<file path="src/rtl/int_pkg.sv">
// Shared definitions for the interrupt controller: register offsets, FSM states,
// and the lowest-index priority helper.
package int_pkg;

  localparam int N_SRC_DEFAULT = 6;

  localparam logic [1:0] REG_PENDING = 2'd0;
  localparam logic [1:0] REG_MASK    = 2'd1;
  localparam logic [1:0] REG_CAUSE   = 2'd2;
  localparam logic [1:0] REG_EOI     = 2'd3;

  typedef enum logic [0:0] {
    ST_IDLE   = 1'b0,
    ST_ACTIVE = 1'b1
  } state_e;

  // Lowest set bit wins, so scanning from the top lets lower indices overwrite.
  function automatic logic [4:0] lowest_index(input logic [31:0] vec);
    logic [4:0] idx;
    idx = '0;
    for (int i = 31; i >= 0; i--) begin
      if (vec[i]) idx = 5'(i);
    end
    return idx;
  endfunction

endpackage

</file>
<file path="src/rtl/int_sync_edge.sv">
// Two-flop synchronizer for one raw interrupt source, plus a registered
// rising-edge pulse and a matching-latency delayed level.
module int_sync_edge (
  input  logic clk,
  input  logic rstn,
  input  logic src_i,
  output logic level_o,
  output logic rise_o
);

  logic s1_q, s1_d;
  logic s2_q, s2_d;
  logic s3_q, s3_d;
  logic rise_q, rise_d;

  always_comb begin
    s1_d   = src_i;
    s2_d   = s1_q;
    s3_d   = s2_q;
    rise_d = s2_q & ~s3_q;
  end

  always_ff @(posedge clk or negedge rstn) begin
    if (!rstn) begin
      s1_q   <= 1'b0;
      s2_q   <= 1'b0;
      s3_q   <= 1'b0;
      rise_q <= 1'b0;
    end else begin
      s1_q   <= s1_d;
      s2_q   <= s2_d;
      s3_q   <= s3_d;
      rise_q <= rise_d;
    end
  end

  assign level_o = s3_q;
  assign rise_o  = rise_q;

endmodule

</file>
<file path="src/rtl/int_ctrl.sv">
// Interrupt controller with a Wishbone register slave: pending/mask/cause/EOI
// registers and a two-state IDLE/ACTIVE service FSM.
module int_ctrl
  import int_pkg::*;
#(
  parameter int                N_SRC     = N_SRC_DEFAULT,
  parameter logic [N_SRC-1:0] EDGE_MASK = {N_SRC{1'b1}}
) (
  input  logic             clk,
  input  logic             rstn,
  input  logic             STB,
  input  logic             WE,
  input  logic [31:0]      ADDR,
  input  logic [31:0]      DAT_I,
  output logic [31:0]      DAT_O,
  output logic             ACK,
  input  logic [N_SRC-1:0] src,
  output logic             INT,
  output logic [31:0]      CAUSE
);

  logic [N_SRC-1:0] sync_level;
  logic [N_SRC-1:0] sync_rise;

  for (genvar g = 0; g < N_SRC; g++) begin : g_sync
    int_sync_edge u_sync (
      .clk    (clk),
      .rstn   (rstn),
      .src_i  (src[g]),
      .level_o(sync_level[g]),
      .rise_o (sync_rise[g])
    );
  end

  state_e           state_q, state_d;
  logic [4:0]       cause_q, cause_d;
  logic [N_SRC-1:0] mask_q, mask_d;
  logic [N_SRC-1:0] pending_q, pending_d;
  logic             reedge_q, reedge_d;
  logic             ack_q, ack_d;
  logic [31:0]      dat_q, dat_d;

  logic             bus_go, wr_pend, wr_mask, eoi, cause_rise;
  logic [1:0]       reg_sel;
  logic [N_SRC-1:0] clr_vec, hot_vec;
  logic [31:0]      rdata;
  logic             unused_bits;

  assign unused_bits = ^{ADDR[31:4], ADDR[1:0], DAT_I};

  always_comb begin
    reg_sel = ADDR[3:2];
    bus_go  = STB & ~ack_q;
    wr_pend = bus_go & WE & (reg_sel == REG_PENDING);
    wr_mask = bus_go & WE & (reg_sel == REG_MASK);
    eoi     = bus_go & WE & (reg_sel == REG_EOI) & (state_q == ST_ACTIVE);
    hot_vec = pending_q & mask_q;
  end

  always_comb begin
    cause_rise = 1'b0;
    for (int i = 0; i < N_SRC; i++) begin
      if (cause_q == 5'(i) && sync_rise[i]) cause_rise = 1'b1;
    end
  end

  // A fresh edge on the in-service source must survive its own EOI.
  always_comb begin
    reedge_d = reedge_q;
    if (state_q == ST_IDLE || eoi) reedge_d = 1'b0;
    else if (cause_rise)           reedge_d = 1'b1;
  end

  // Edge bits: W1C and EOI clear, a same-cycle edge wins. Level bits track the source.
  always_comb begin
    clr_vec = '0;
    if (wr_pend) clr_vec = DAT_I[N_SRC-1:0];
    for (int i = 0; i < N_SRC; i++) begin
      if (eoi && !reedge_q && cause_q == 5'(i)) clr_vec[i] = 1'b1;
    end
    clr_vec   = clr_vec & EDGE_MASK;
    pending_d = (((pending_q & ~clr_vec) | sync_rise) & EDGE_MASK)
              | (sync_level & ~EDGE_MASK);
  end

  always_comb begin
    state_d = state_q;
    cause_d = cause_q;
    case (state_q)
      ST_IDLE: begin
        if (hot_vec != '0) begin
          cause_d = lowest_index(32'(hot_vec));
          state_d = ST_ACTIVE;
        end
      end
      ST_ACTIVE: begin
        if (eoi) begin
          cause_d = '0;
          state_d = ST_IDLE;
        end
      end
      default: state_d = ST_IDLE;
    endcase
  end

  always_comb begin
    mask_d = wr_mask ? DAT_I[N_SRC-1:0] : mask_q;
    ack_d  = bus_go;
    case (reg_sel)
      REG_PENDING: rdata = 32'(pending_q);
      REG_MASK:    rdata = 32'(mask_q);
      REG_CAUSE:   rdata = {state_q == ST_ACTIVE, 26'b0, cause_q};
      default:     rdata = 32'b0;
    endcase
    dat_d = (bus_go & ~WE) ? rdata : 32'b0;
  end

  always_ff @(posedge clk or negedge rstn) begin
    if (!rstn) begin
      state_q   <= ST_IDLE;
      cause_q   <= '0;
      mask_q    <= '0;
      pending_q <= '0;
      reedge_q  <= 1'b0;
      ack_q     <= 1'b0;
      dat_q     <= '0;
    end else begin
      state_q   <= state_d;
      cause_q   <= cause_d;
      mask_q    <= mask_d;
      pending_q <= pending_d;
      reedge_q  <= reedge_d;
      ack_q     <= ack_d;
      dat_q     <= dat_d;
    end
  end

  assign INT   = (state_q == ST_ACTIVE);
  assign CAUSE = {27'b0, cause_q};
  assign ACK   = ack_q;
  assign DAT_O = dat_q;

endmodule
</file>
<file path="config.mk">
export PLATFORM = sky130hd
export DESIGN_NAME = int_ctrl
export DESIGN_NICKNAME = d
export VERILOG_FILES = /design/src/rtl/int_pkg.sv /design/src/rtl/int_sync_edge.sv /design/src/rtl/int_ctrl.sv
export SDC_FILE = /design/constraint.sdc
export NUM_CORES = 1
export LEC_CHECK = 0
export BUFFER_PORTS_ARGS = -buffer_cell sky130_fd_sc_hd__buf_2
export CORE_ASPECT_RATIO = 1.25
export CORE_UTILIZATION = 30
export CTS_CLUSTER_SIZE = 8
export DETAILED_ROUTE_END_ITERATION = 10
export GPL_TIMING_DRIVEN = 1
export SLEW_MARGIN = 20
export SYNTH_ARGS = -nofsm -noshare
export SYNTH_HDL_FRONTEND = slang
export SYNTH_SLANG_ARGS = --single-unit
</file>
<file path="constraint.sdc">
create_clock -name clk -period 1.95 [get_ports clk]
set_input_delay 0.39 -clock clk [delete_from_list [all_inputs] [get_ports clk]]
set_output_delay 0.39 -clock clk [all_outputs]
set_load 0.01 [all_outputs]
</file>
== Word-level counts from Yosys, hierarchy flattened ==
Index checks and enable logic that the tools add are counted.

* Output and inout port bits: 66
* Bits in registers: 76
* Input port bits: 74

* Reduce and logical (&&, ||, !) cells: 20
* Bitwise gates (word level): 26
* Muxes and demuxes: 29
* Eq/ne operators: 10

{| class="wikitable"
|+ Operators with widths
! kind !! number
|-
| case mux 32 bit (3 select lines) || 1
|-
| 2-to-1 mux 5 bit || 7
|-
| 2-to-1 mux 32 bit || 1
|-
| 2-to-1 mux 1 bit || 16
|-
| bitwise AND 1 bit || 13
|-
| logical AND 1 bit || 13
|-
| bitwise AND 6 bit || 2
|-
| == test 5 x 2 -> 1 bit, second input constant || 2
|-
| == test 5 x 3 -> 1 bit, second input constant || 2
|-
| case mux 5 bit (2 select lines) || 1
|-
| NOT 1 bit || 9
|-
| 2-to-1 mux 6 bit || 1
|-
| NOT 6 bit || 1
|-
| OR 6 bit || 1
|-
| nonzero test 6 bit || 1
|-
| == test 5 x 1 -> 1 bit, second input constant || 1
|-
| zero test 5 bit || 1
|-
| == test 2 bit, second input constant || 2
|-
| inequality test 2 x 1 -> 1 bit, second input constant || 2
|-
| 2-to-1 mux 3 bit || 1
|-
| == test 2 x 1 -> 1 bit, second input constant || 1
|-
| zero test 2 bit || 1
|-
| case mux 1 bit (2 select lines) || 1
|-
| AND reduction 2 bit || 1
|-
| other kinds (3) || 3
|}

== Longest topological paths before layout ==
Gate-level depths: netlist (run 1).

* Depth after elaboration: 11
* Depth in mapped cells: 5
* Mapped depth without buffers: 4

== Modules after synthesis ==
Synthesis (run 1) repeated with hierarchy kept, for this count alone.

* Cells, all modules: 196
* Area total of the unflattened synthesis: 2363.5 um2

{| class="wikitable"
|+ Modules (own cells, without submodules)
! module !! cells each !! area an instance (um2) !! instances !! sequential area each (um2)
|-
| int_ctrl || 166 || 1680.4 || 1 || 625.6
|-
| int_sync_edge || 5 || 113.9 || 6 || 100.1
|}

== Worst setup path after synthesis (run 1) ==
Ideal clock, no wire load.

* Kind: input port to flip-flop
* From: in WE
* To: reg mask_q[0]
* Path buffers: 1
* Arrival time: 1.251 ns
* Data required time: 1.825 ns
* Setup slack: 0.574 ns
* Cell stages on the path: 4
* Path through: buf_2 nand2_1 nor3_4 mux2_2

* Longest elaborated chain between the ends: 2

{| class="wikitable"
|+ Ends and longest elaborated chain
! element !! line !! text
|-
| from (decl) || int_ctrl.sv:12 || <nowiki>input logic WE,</nowiki>
|-
| bitwise AND 1 bit (2 in series) || int_ctrl.sv:55 || <nowiki>wr_mask = bus_go & WE & (reg_sel == REG_MASK);</nowiki>
|-
| to (signal assigned) || int_ctrl.sv:130 || <nowiki>mask_q <= mask_d;</nowiki>
|-
| to (decl) || int_ctrl.sv:37 || <nowiki>logic [N_SRC-1:0] mask_q, mask_d;</nowiki>
|}

Every way passes these cells.
A chain may end at the register's enable or synchronous reset.

== Final worst setup path (run 1) ==
* From: reg ack_q (netlist: ACK)
* To: reg pending_q[0]

* Longest elaborated chain between the ends: 11
* Elaborated cells between the ends (all ways): 13
* Classes of those cells: mux: 2; bitwise: 9; reduce/logical: 2

{| class="wikitable"
|+ Ends and longest elaborated chain
! element !! line !! text
|-
| from (decl) || int_ctrl.sv:40 || <nowiki>logic ack_q, ack_d;</nowiki>
|-
| from (signal assigned) || int_ctrl.sv:133 || <nowiki>ack_q <= ack_d;</nowiki>
|-
| NOT 1 bit (*) || int_ctrl.sv:53 || <nowiki>bus_go = STB & ~ack_q;</nowiki>
|-
| bitwise AND 1 bit (*) || int_ctrl.sv:53 ||
|-
| bitwise AND 1 bit (*) || int_ctrl.sv:54, int_ctrl.sv:56 ||
|-
| bitwise AND 1 bit (2 in series) || int_ctrl.sv:56 || <nowiki>eoi = bus_go & WE & (reg_sel == REG_EOI) & (state_q == ST_ACTIVE);</nowiki>
|-
| logical AND 1 bit (2 in series) || int_ctrl.sv:79 || <nowiki>if (eoi && !reedge_q && cause_q == 5'(i)) clr_vec[i] = 1'b1;</nowiki>
|-
| 2-to-1 mux 1 bit (*) || int_ctrl.sv:79 ||
|-
| NOT 6 bit (*) || int_ctrl.sv:82 || <nowiki>pending_d = (((pending_q & ~clr_vec) | sync_rise) & EDGE_MASK)</nowiki>
|-
| bitwise AND 6 bit (*) || int_ctrl.sv:82 ||
|-
| OR 6 bit (*) || int_ctrl.sv:82 ||
|-
| net pending_d[0] || int_ctrl.sv:38 || <nowiki>logic [N_SRC-1:0] pending_q, pending_d;</nowiki>
|-
| to (signal assigned) || int_ctrl.sv:131 || <nowiki>pending_q <= pending_d;</nowiki>
|-
| to (decl) || int_ctrl.sv:38 ||
|}

The timed path passes the listed nets; every way through them passes the cells marked *.

==> run_results.csv, run 1 <==
group,metric,value,unit
status,status,"complete, no violations",
placed_design,io_buffers,29,
layout,multi_input_area,850,um2
pwr,ir_drop,0.000418,V
clock_tree,cts_resized,0,
clock_tree,ctsRootBufferMaster,"clkbuf_8",
clock_tree,post_cts_buffers,0,
die,start_util,31.3,%
worst_setup_path,worstPathArrival,1.71,ns
die,die_y,100,um
detailed_routing,drtPass1Iterations,4,
clock_tree,cts_buffer_depth,2,
worst_setup_path,start_kind,"flip-flop",
timing,clock_skew,0.00630,ns
layout,fill_cells,766,
yosys,syn_inst,196,
clock_tree,clock-sinks,49,
timing,max_freq,662,MHz
layout,diodes,0,
timing,whs,0.170,ns
detailed_routing,ant_nets,0,
clock_tree,clock_latency,0.30,ns
placed_design,dp_hpwl,2570,um
worst_setup_path,cp_max_fo,14,
yosys,seq_area_frac_synth,52.7,%
pwr,p_per_area,898,nW/um2
timing,setup_tns,0,ns
timing,min_period_over_period,77.5,%
layout,final_layout_size_suffix_gt1_share,22.8,%
pwr,total_power,0.00219,W
timing,worst_pin_slew,0.605,ns
layout,fin_util,32.8,%
clock_tree,hold_buffers,0,
timing,setup_viol,0,
grt,antenna_found_initial,0,
detailed_routing,drc,0,
yosys,ys_ff_latch,49,
grt,grt_pass1_wl,5780,um
worst_setup_path,crit_path_end_kind,"flip-flop",
clock_tree,htreeDepth,2,
clock_tree,cts_tree,"yes",
yosys,synth_area_leaders,"dfrtp_1 (53%), buf_4 (17%), mux2_2 (3.9%)",
yosys,synth-edff-count,0,
grt,grt_max_degree,50,
yosys,netlist.area_leader.share,52.7,%
detailed_routing,wl_per_cell,11.1,um
timing,rsz0062_at_grt,"no",
timing,hold_viol,0,
yosys,syn_avg_cell_area,11.9,um2
layout,nets,301,
detailed_routing,viasPerCell,4.27,
grt,gr-total-overflow,0,
die,die-area,8120,um2
pwr,leakagePower,1.16,nW
layout,area.sequential,1230,um2
detailed_routing,dr.first_iter.drc_count,66,
grt,track_usage,9.47,%
timing,final_max_slew_viol_count,0,
yosys,synth.largest_area_cell,"dfrtp_1",
yosys,yosys.cell_types.count,32,
yosys,ys_top_cells_by_count,"buf_4 (54), dfrtp_1 (49), nor2b_1 (9)",
grt,grt_pass1_vias,1209,
die,die_x,80.8,um
layout,area_growth,4.95,%
job,cap_violations,0,
yosys,synthArstFlopShare,100,%
hold_path,hold_class,"input pin to asynchronous set/reset pin",
placed_design,gp_congestion,0.781,
yosys,yosys_warnings,0,
die,io_pins,140,
yosys,netlist_area,2330,um2
detailed_routing,drt_wl_total,3570,um
die,core_area,7440,um2
worst_setup_path,crit_type,"flip-flop to flip-flop",
yosys,yosysMostFrequentCell,"buf_4",
die,rows,35,
clock_tree,clk_pin_slew_worst_paths,0.09,ns
detailed_routing,vias,1366,
worst_setup_path,crit_required,2.15,ns
yosys,synth-main-ff-cell,"dfrtp_1",
clock_tree,cts_buffers,5,
timing,slew_headroom,59.7,%
timing,min_period,1.51,ns
-- cells in the final DEF, fill, tap and decap left out, types with 6 or more instances in the layout --
master,instances
a21o_1,7
a21oi_1,6
buf_2,29
conb_1,54
dfrtp_1,49
mux2_2,8
mux2i_1,6
nand2_1,6
nor2_1,7
nor2b_1,9
-- cells by family after synthesis --
kind of cell,share of synthesized area (%)
buffers and inverters,19.4
and+or+nand+nor,11.6
other,0.161
muxes,6.45
DFF,52.7
AOI/OAI and AO/OA,9.73
-- path summary, 6_finish.rpt --
path	start	to	slack, ns	cells past startpoint
max	ACK$_DFF_PN0_	pending_q[0]$_DFF_PN0_	0.44	4
min	rstn	ACK$_DFF_PN0_	0.17	2
max reg2reg	ACK$_DFF_PN0_	pending_q[0]$_DFF_PN0_	0.44	4
max in group asynchronous	rstn	pending_q[5]$_DFF_PN0_	1.36	2
min reg2reg	g_sync[0].u_sync.s1_q$_DFF_PN0_	g_sync[0].u_sync.s2_q$_DFF_PN0_	0.36	0
min in group clk	src[2]	g_sync[2].u_sync.s1_q$_DFF_PN0_	0.18	1
-- sequential cells by signal, summed over array words and instances, names as in the netlist --
| register | count |
|---|---|
| mask_q | 6 |
| DAT_O | 7 |
| reedge_q | 1 |
| g_sync.u_sync.s1_q | 6 |
| INT | 1 |
| g_sync.u_sync.level_o | 6 |
| cause_q | 3 |
| g_sync.u_sync.s2_q | 6 |
| pending_q | 6 |
| g_sync.u_sync.rise_o | 6 |
| ACK | 1 |
-- per-stage QoR --
step,std cells,worst slack (ns),cell area (um2)
after global routing,320,0.352,2440
after CTS,320,0.430,2440
after detailed placement,312,0.269,2350
after floorplan,249,0.574,2530
final,320,0.439,2440
after global placement,312,0.304,2350
-- where the power goes --
part	total [W]	switching (W)	internal, W	leakage (nW)
logic	0.000360	0.000207	0.000153	0.531
clock network	0.000591	0.000336	0.000255	0.0481
registers	0.00124	0.000126	0.00112	0.583
total	0.00219	0.000669	0.00152	1.16
-- layer usage --
metal	GRT usage [%]	up-vias	part of all wire, %
met5	0	-	0
li1	-	633	-
met4	4.26	0	0.84
met2	15.6	71	50
met3	2.71	4	7.4
met1	11.4	658	41
-- critical path, stage by stage, from the launching register on --
cell	delay (ns)
dfrtp_1	0.39
nand2b_4	0.24
nor4b_4	0.44
a22oi_1	0.16
a21o_1	0.19
-- layout make-up --
cell class / count / area share [%]
Timing Repair Buffer: 30 / 6.25
Clock buffer: 5 / 2.82
Inverter: 2 / 0.307
Tap cell: 92 / 4.71
Multi-Input combinational cell: 139 / 34.8
Clock inverter: 3 / 0.922
Sequential cell: 49 / 50.2
Power figures use the tool's default switching activity.
==> run 2, diff against run 1 <==
==> constraint.sdc (replaced) <==
create_clock -name clk -period 1.3 [get_ports clk]
set_input_delay 0.26 -clock clk [delete_from_list [all_inputs] [get_ports clk]]
set_output_delay 0.26 -clock clk [all_outputs]
set_load 0.01 [all_outputs]
==> run_results.csv, run 2 (synthesis gave the netlist of run 1 again) <==
group,metric,value,unit
clock_tree,cts_buffer_depth,2,
grt,track_usage,10.9,%
clock_tree,ctsRootBufferMaster,"clkbuf_8",
clock_tree,htreeDepth,2,
die,rows,35,
job,cap_violations,0,
detailed_routing,dr.first_iter.drc_count,80,
grt,gr-total-overflow,0,
grt,grt_pass1_vias,1360,
layout,area_growth,23.5,%
worst_setup_path,r2r_start,"ACK$_DFF_PN0_",
timing,max_freq,747,MHz
detailed_routing,drt_wl_total,4140,um
die,die_y,100,um
worst_setup_path,crit_required,1.50,ns
timing,hold_viol,0,
die,die_x,80.8,um
layout,final_layout_size_suffix_gt1_share,36.4,%
grt,grt_pass1_wl,6590,um
worst_setup_path,critical-path-top-delay-family,"simple AND/OR/NAND/NOR gates",
pwr,leakagePower,1.40,nW
layout,layout_commonest_cell,"conb_1",
status,status,"finished with violations",
detailed_routing,drtPass1Iterations,4,
worst_setup_path,crit_path_end_kind,"flip-flop",
worst_setup_path,path_buf_inv,1,
worst_setup_path,start_kind,"flip-flop",
detailed_routing,viasPerCell,4.18,
worst_setup_path,cp_max_fo,5,
clock_tree,cts_buffers,5,
layout,largest_reg_flops,7,
pwr,ir_drop,0.000563,V
worst_setup_path,slowest_stage,"dfrtp_1",
placed_design,io_buffers,29,
timing,final_max_slew_viol_count,0,
detailed_routing,ant_nets,0,
placed_design,dp_hpwl,2950,um
worst_setup_path,crit_chain,"nand2b_4, nor4_4, buf_4, a22oi_2, a21o_1",
timing,min_period,1.34,ns
hold_path,hold_class,"input pin to flip-flop",
grt,antenna_found_initial,0,
worst_setup_path,cp-endpoint,"pending_q[2]$_DFF_PN0_",
die,io_pins,140,
grt,grt_max_degree,37,
status,violations,"negative setup slack",
timing,setup_slack,-0.0388,ns
die,start_util,31.3,%
timing,min_period_over_period,103,%
die,core_area,7440,um2
clock_tree,cts_tree,"yes",
worst_setup_path,cp_num_cells,5,
clock_tree,clk_pin_slew_worst_paths,0.10,ns
clock_tree,clock-sinks,49,
placed_design,pre_cts_slack,-0.112,ns
pwr,p_per_area,1410,nW/um2
die,die-area,8120,um2
detailed_routing,wl_per_cell,11.6,um
timing,clock_skew,0.0145,ns
worst_setup_path,reg2reg_to,"pending_q[2]$_DFF_PN0_",
timing,setup_viol,9,
pwr,total_power,0.00404,W
worst_setup_path,worstPathArrival,1.54,ns
timing,rsz0062_at_grt,"yes",
worst_setup_path,reg2reg_depth,5,
layout,most-common-layout-cells,"conb_1 (54), dfrtp_1 (47), buf_4 (30)",
layout,nets,337,
detailed_routing,vias,1488,
clock_tree,clock_latency,0.31,ns
detailed_routing,drc,0,
placed_design,gp_congestion,0.860,
worst_setup_path,crit_type,"flip-flop to flip-flop",
worst_setup_path,critPathMaxStageDelay,0.39,ns
worst_setup_path,critPathLaunch,"ACK$_DFF_PN0_",
worst_setup_path,ff2ff_setup_slack,-0.04,ns
layout,diodes,0,
run 2: changes by cell type in the layout (fill, tap and decap cells not counted), sizes merged:
cell         before  now
inv               2    3
dlygate4sd3       0    1
clkinv            3    0
buf              30   65
bufinv            0    2
run 2: what timing repair did:
action                                 CTS  global route
endpoints found under the hold margin   13             0
setup buffers                            6             2
resized for setup                       18             8
pin swaps                               15             3
setup endpoints to repair               18            20
hold buffers                             1             0
run 2: area by class of cell:
class	count	area [um2]
Fill cell	731	4570
Sequential cell	49	1230
Tap cell	92	115
Inverter	2	7.51
Multi-Input combinational cell	139	916
Clock inverter	3	68.8
Timing Repair Buffer	66	469
Clock buffer	5	68.8
run 2: worst min path at each step:
stage / start / depth (start not counted) / endpoint / slack [ns]
5_1_grt: src[1] / 1 / g_sync[1].u_sync.s1_q$_DFF_PN0_ / 0.03
2_1_floorplan: rstn / 0 / ACK$_DFF_PN0_ / -0.04
3_5_place_dp: rstn / 1 / DAT_O[3]$_DFF_PN0_ / 0.18
4_1_cts: src[0] / 1 / g_sync[0].u_sync.s1_q$_DFF_PN0_ / 0.04
3_3_place_gp: rstn / 1 / ACK$_DFF_PN0_ / 0.18
6_report: src[1] / 1 / g_sync[1].u_sync.s1_q$_DFF_PN0_ / 0.05
run 2: power breakdown:
part	internal [W]	switching, W
registers	0.00168	0.000144
logic	0.000462	0.000450
clock network	0.000774	0.000537
run 2: metal layers:
layer | GRT usage, % | wire length [um]
met1 | 13.4 | 1710
met2 | 18.1 | 2080
met3 | 3.26 | 289
met4 | 3.43 | 67
met5 | 0 | 0
run 2: worst reg2reg max path, stage by stage (launching register included):
cell,delay [ns]
dfrtp_1,0.39
nand2b_4,0.19
nor4_4,0.26
buf_4,0.17
a22oi_2,0.05
a21o_1,0.16
run 2: stage by stage:
step / TNS, ns / hold WS (ns) / util, % / area (um2) / instances
4_1_cts: -0.272 / 0.0408 / 38.0 / 2830 / 354
3_5_place_dp: -1.05 / 0.184 / 34.5 / 2570 / 339
2_1_floorplan: -0.564 / -0.0356 / - / 2530 / 249
6_report: -0.168 / 0.0532 / 38.6 / 2870 / 356
5_1_grt: -0.784 / 0.0308 / 38.6 / 2870 / 356
3_3_place_gp: -0.865 / 0.178 / 34.5 / 2570 / 339
==> run 3, diff against run 2 <==
--- a/config.mk
+++ b/config.mk
@@ -6,11 +6,14 @@
 export NUM_CORES = 1
 export LEC_CHECK = 0
 export BUFFER_PORTS_ARGS = -buffer_cell sky130_fd_sc_hd__buf_2
+export CELL_PAD_IN_SITES_DETAIL_PLACEMENT = 1
+export CELL_PAD_IN_SITES_GLOBAL_PLACEMENT = 2
 export CORE_ASPECT_RATIO = 1.25
-export CORE_UTILIZATION = 30
+export CORE_UTILIZATION = 22
 export CTS_CLUSTER_SIZE = 8
 export DETAILED_ROUTE_END_ITERATION = 10
 export GPL_TIMING_DRIVEN = 1
+export PLACE_DENSITY_LB_ADDON = 0.1
 export SLEW_MARGIN = 20
 export SYNTH_ARGS = -nofsm -noshare
 export SYNTH_HDL_FRONTEND = slang
==> run_results.csv, run 3 (synthesis gave the netlist of run 1 again) <==
group,metric,value,unit
status,status,"finished with violations",
status,violations,"negative setup slack",
worst_setup_path,worstPathArrival,1.54,ns
timing,min_period,1.36,ns
worst_setup_path,reg2reg_depth,4,
worst_setup_path,path_buf_inv,0,
grt,gr-total-overflow,0,
clock_tree,clk_pin_slew_worst_paths,0.07,ns
clock_tree,ctsRootBufferMaster,"clkbuf_16",
timing,max_freq,734,MHz
worst_setup_path,crit_path_end_kind,"flip-flop",
worst_setup_path,reg2reg_to,"pending_q[4]$_DFF_PN0_",
timing,clock_skew,0.00554,ns
pwr,ir_drop,0.000520,V
pwr,p_per_area,1470,nW/um2
worst_setup_path,ff2ff_setup_slack,-0.06,ns
placed_design,dp.cells,376,
placed_design,gp_congestion,0.637,
die,die-area,11000,um2
timing,setup_viol,12,
clock_tree,cts_buffer_depth,2,
die,start_util,22.8,%
layout,final_layout_size_suffix_gt1_share,37.8,%
worst_setup_path,crit_type,"flip-flop to flip-flop",
clock_tree,cts_buffers,5,
die,die_y,117,um
grt,grt_pass1_wl,7870,um
die,core_area,10200,um2
hold_path,hold_class,"input pin to flip-flop",
pwr,leakagePower,1.39,nW
timing,rsz0062_at_grt,"yes",
detailed_routing,ant_nets,0,
worst_setup_path,critPathMaxStageDelay,0.43,ns
detailed_routing,drt_wl_total,5070,um
worst_setup_path,crit_required,1.48,ns
detailed_routing,dr.first_iter.drc_count,39,
worst_setup_path,slowest_stage,"dfrtp_2",
hold_path,min_path_cells,1,
clock_tree,clock-sinks,49,
placed_design,io_buffers,29,
layout,nets,335,
die,rows,41,
worst_setup_path,critical-path-top-delay-family,"simple AND/OR/NAND/NOR gates",
timing,min_period_over_period,105,%
clock_tree,clock_latency,0.29,ns
detailed_routing,drtPass1Iterations,4,
detailed_routing,viasPerCell,3.79,
worst_setup_path,cp_max_fo,4,
die,die_x,94.0,um
grt,track_usage,9.84,%
grt,grt_max_degree,38,
layout,diodes,0,
grt,antenna_found_initial,0,
detailed_routing,vias,1482,
pwr,total_power,0.00436,W
clock_tree,cts_tree,"yes",
layout,fill_cells,1153,
layout,instances_no_fill,391,
detailed_routing,wl_per_cell,13.0,um
die,io_pins,140,
job,cap_violations,0,
grt,grt_pass1_vias,1375,
layout,layout_commonest_cell,"conb_1",
layout,most-common-layout-cells,"conb_1 (54), dfrtp_1 (45), buf_2 (27)",
detailed_routing,drc,0,
clock_tree,htreeDepth,2,
timing,hold_viol,0,
timing,final_max_slew_viol_count,0,
layout,area_growth,27.1,%
worst_setup_path,crit_chain,"nand4_4, nor4_4, a22oi_1, a21o_1",
timing,setup_slack,-0.0621,ns
worst_setup_path,start_kind,"flip-flop",
hold_path,whs_endpoint,"g_sync[3].u_sync.s1_q$_DFF_PN0_",
placed_design,dp_hpwl,3850,um
hold_path,worstHoldStart,"src[3]",
layout,largest_reg_flops,7,
worst_setup_path,r2r_start,"INT$_DFF_PN0_",
## run 3: cell count changes in the layout (fill, tap and decap cells not counted), sizes merged
cell      change
bufinv        -1
clkinvlp      +1
inv           -1
clkinv        +1
buf           -2
## run 3: timing repair
item,4_1_cts,5_1_grt
setup endpoints to repair,20,21
setup buffers,4,2
hold buffers,1,0
resized for setup,17,16
pin swaps,14,7
hold endpoints to repair,12,0
## run 3: metrics by stage
| step | area (um2) | setup WS (ns) | utilization [%] | hold WS, ns | TNS, ns |
|---|---|---|---|---|---|
| 2_1_floorplan | 2530 | -0.0666 | - | -0.0356 | -0.564 |
| 3_3_place_gp | 2630 | -0.201 | 25.7 | 0.190 | -1.53 |
| 3_5_place_dp | 2630 | -0.138 | 25.7 | 0.196 | -1.71 |
| 4_1_cts | 2890 | -0.0869 | 28.3 | 0.0658 | -0.689 |
| 5_1_grt | 2960 | -0.122 | 29.0 | 0.0564 | -1.13 |
| 6_report | 2960 | -0.0621 | 29.0 | 0.0695 | -0.456 |
## run 3: how the worst max path moves through the flow
stage / from / end / slack [ns] / depth (start not counted)
after floorplan: ACK$_DFF_PN0_ / pending_q[0]$_DFF_PN0_ / -0.07 / 4
after global placement: ACK$_DFF_PN0_ / cause_q[0]$_DFFE_PN0P_ / -0.20 / 5
after detailed placement: ACK$_DFF_PN0_ / cause_q[0]$_DFFE_PN0P_ / -0.14 / 5
after CTS: INT$_DFF_PN0_ / pending_q[4]$_DFF_PN0_ / -0.09 / 4
after global routing: INT$_DFF_PN0_ / pending_q[4]$_DFF_PN0_ / -0.12 / 4
final: INT$_DFF_PN0_ / pending_q[4]$_DFF_PN0_ / -0.06 / 4
## run 3: area by class of cell
cell class | count | area, um2 | area share, %
Timing Repair Buffer | 64 | 470 | 15.9
Clock buffer | 5 | 125 | 4.23
Sequential cell | 49 | 1230 | 41.6
Inverter | 2 | 7.51 | 0.254
Tap cell | 129 | 161 | 5.46
Clock inverter | 3 | 46.3 | 1.57
Multi-Input combinational cell | 139 | 916 | 31.0
## run 3: power breakdown
| part | internal, W | total [W] | switching [W] |
|---|---|---|---|
| sequential | 0.00168 | 0.00182 | 0.000143 |
| combinational | 0.000539 | 0.00103 | 0.000490 |
| clock | 0.000911 | 0.00151 | 0.000597 |
## run 3: metal layers
metal	share of wire [%]	global-route usage [%]	vias up
met4	1.2	3.08	0
li1	-	-	696
met2	55	17.4	46
met3	4.0	2.58	5
met1	40	11.6	735
met5	0	0	-
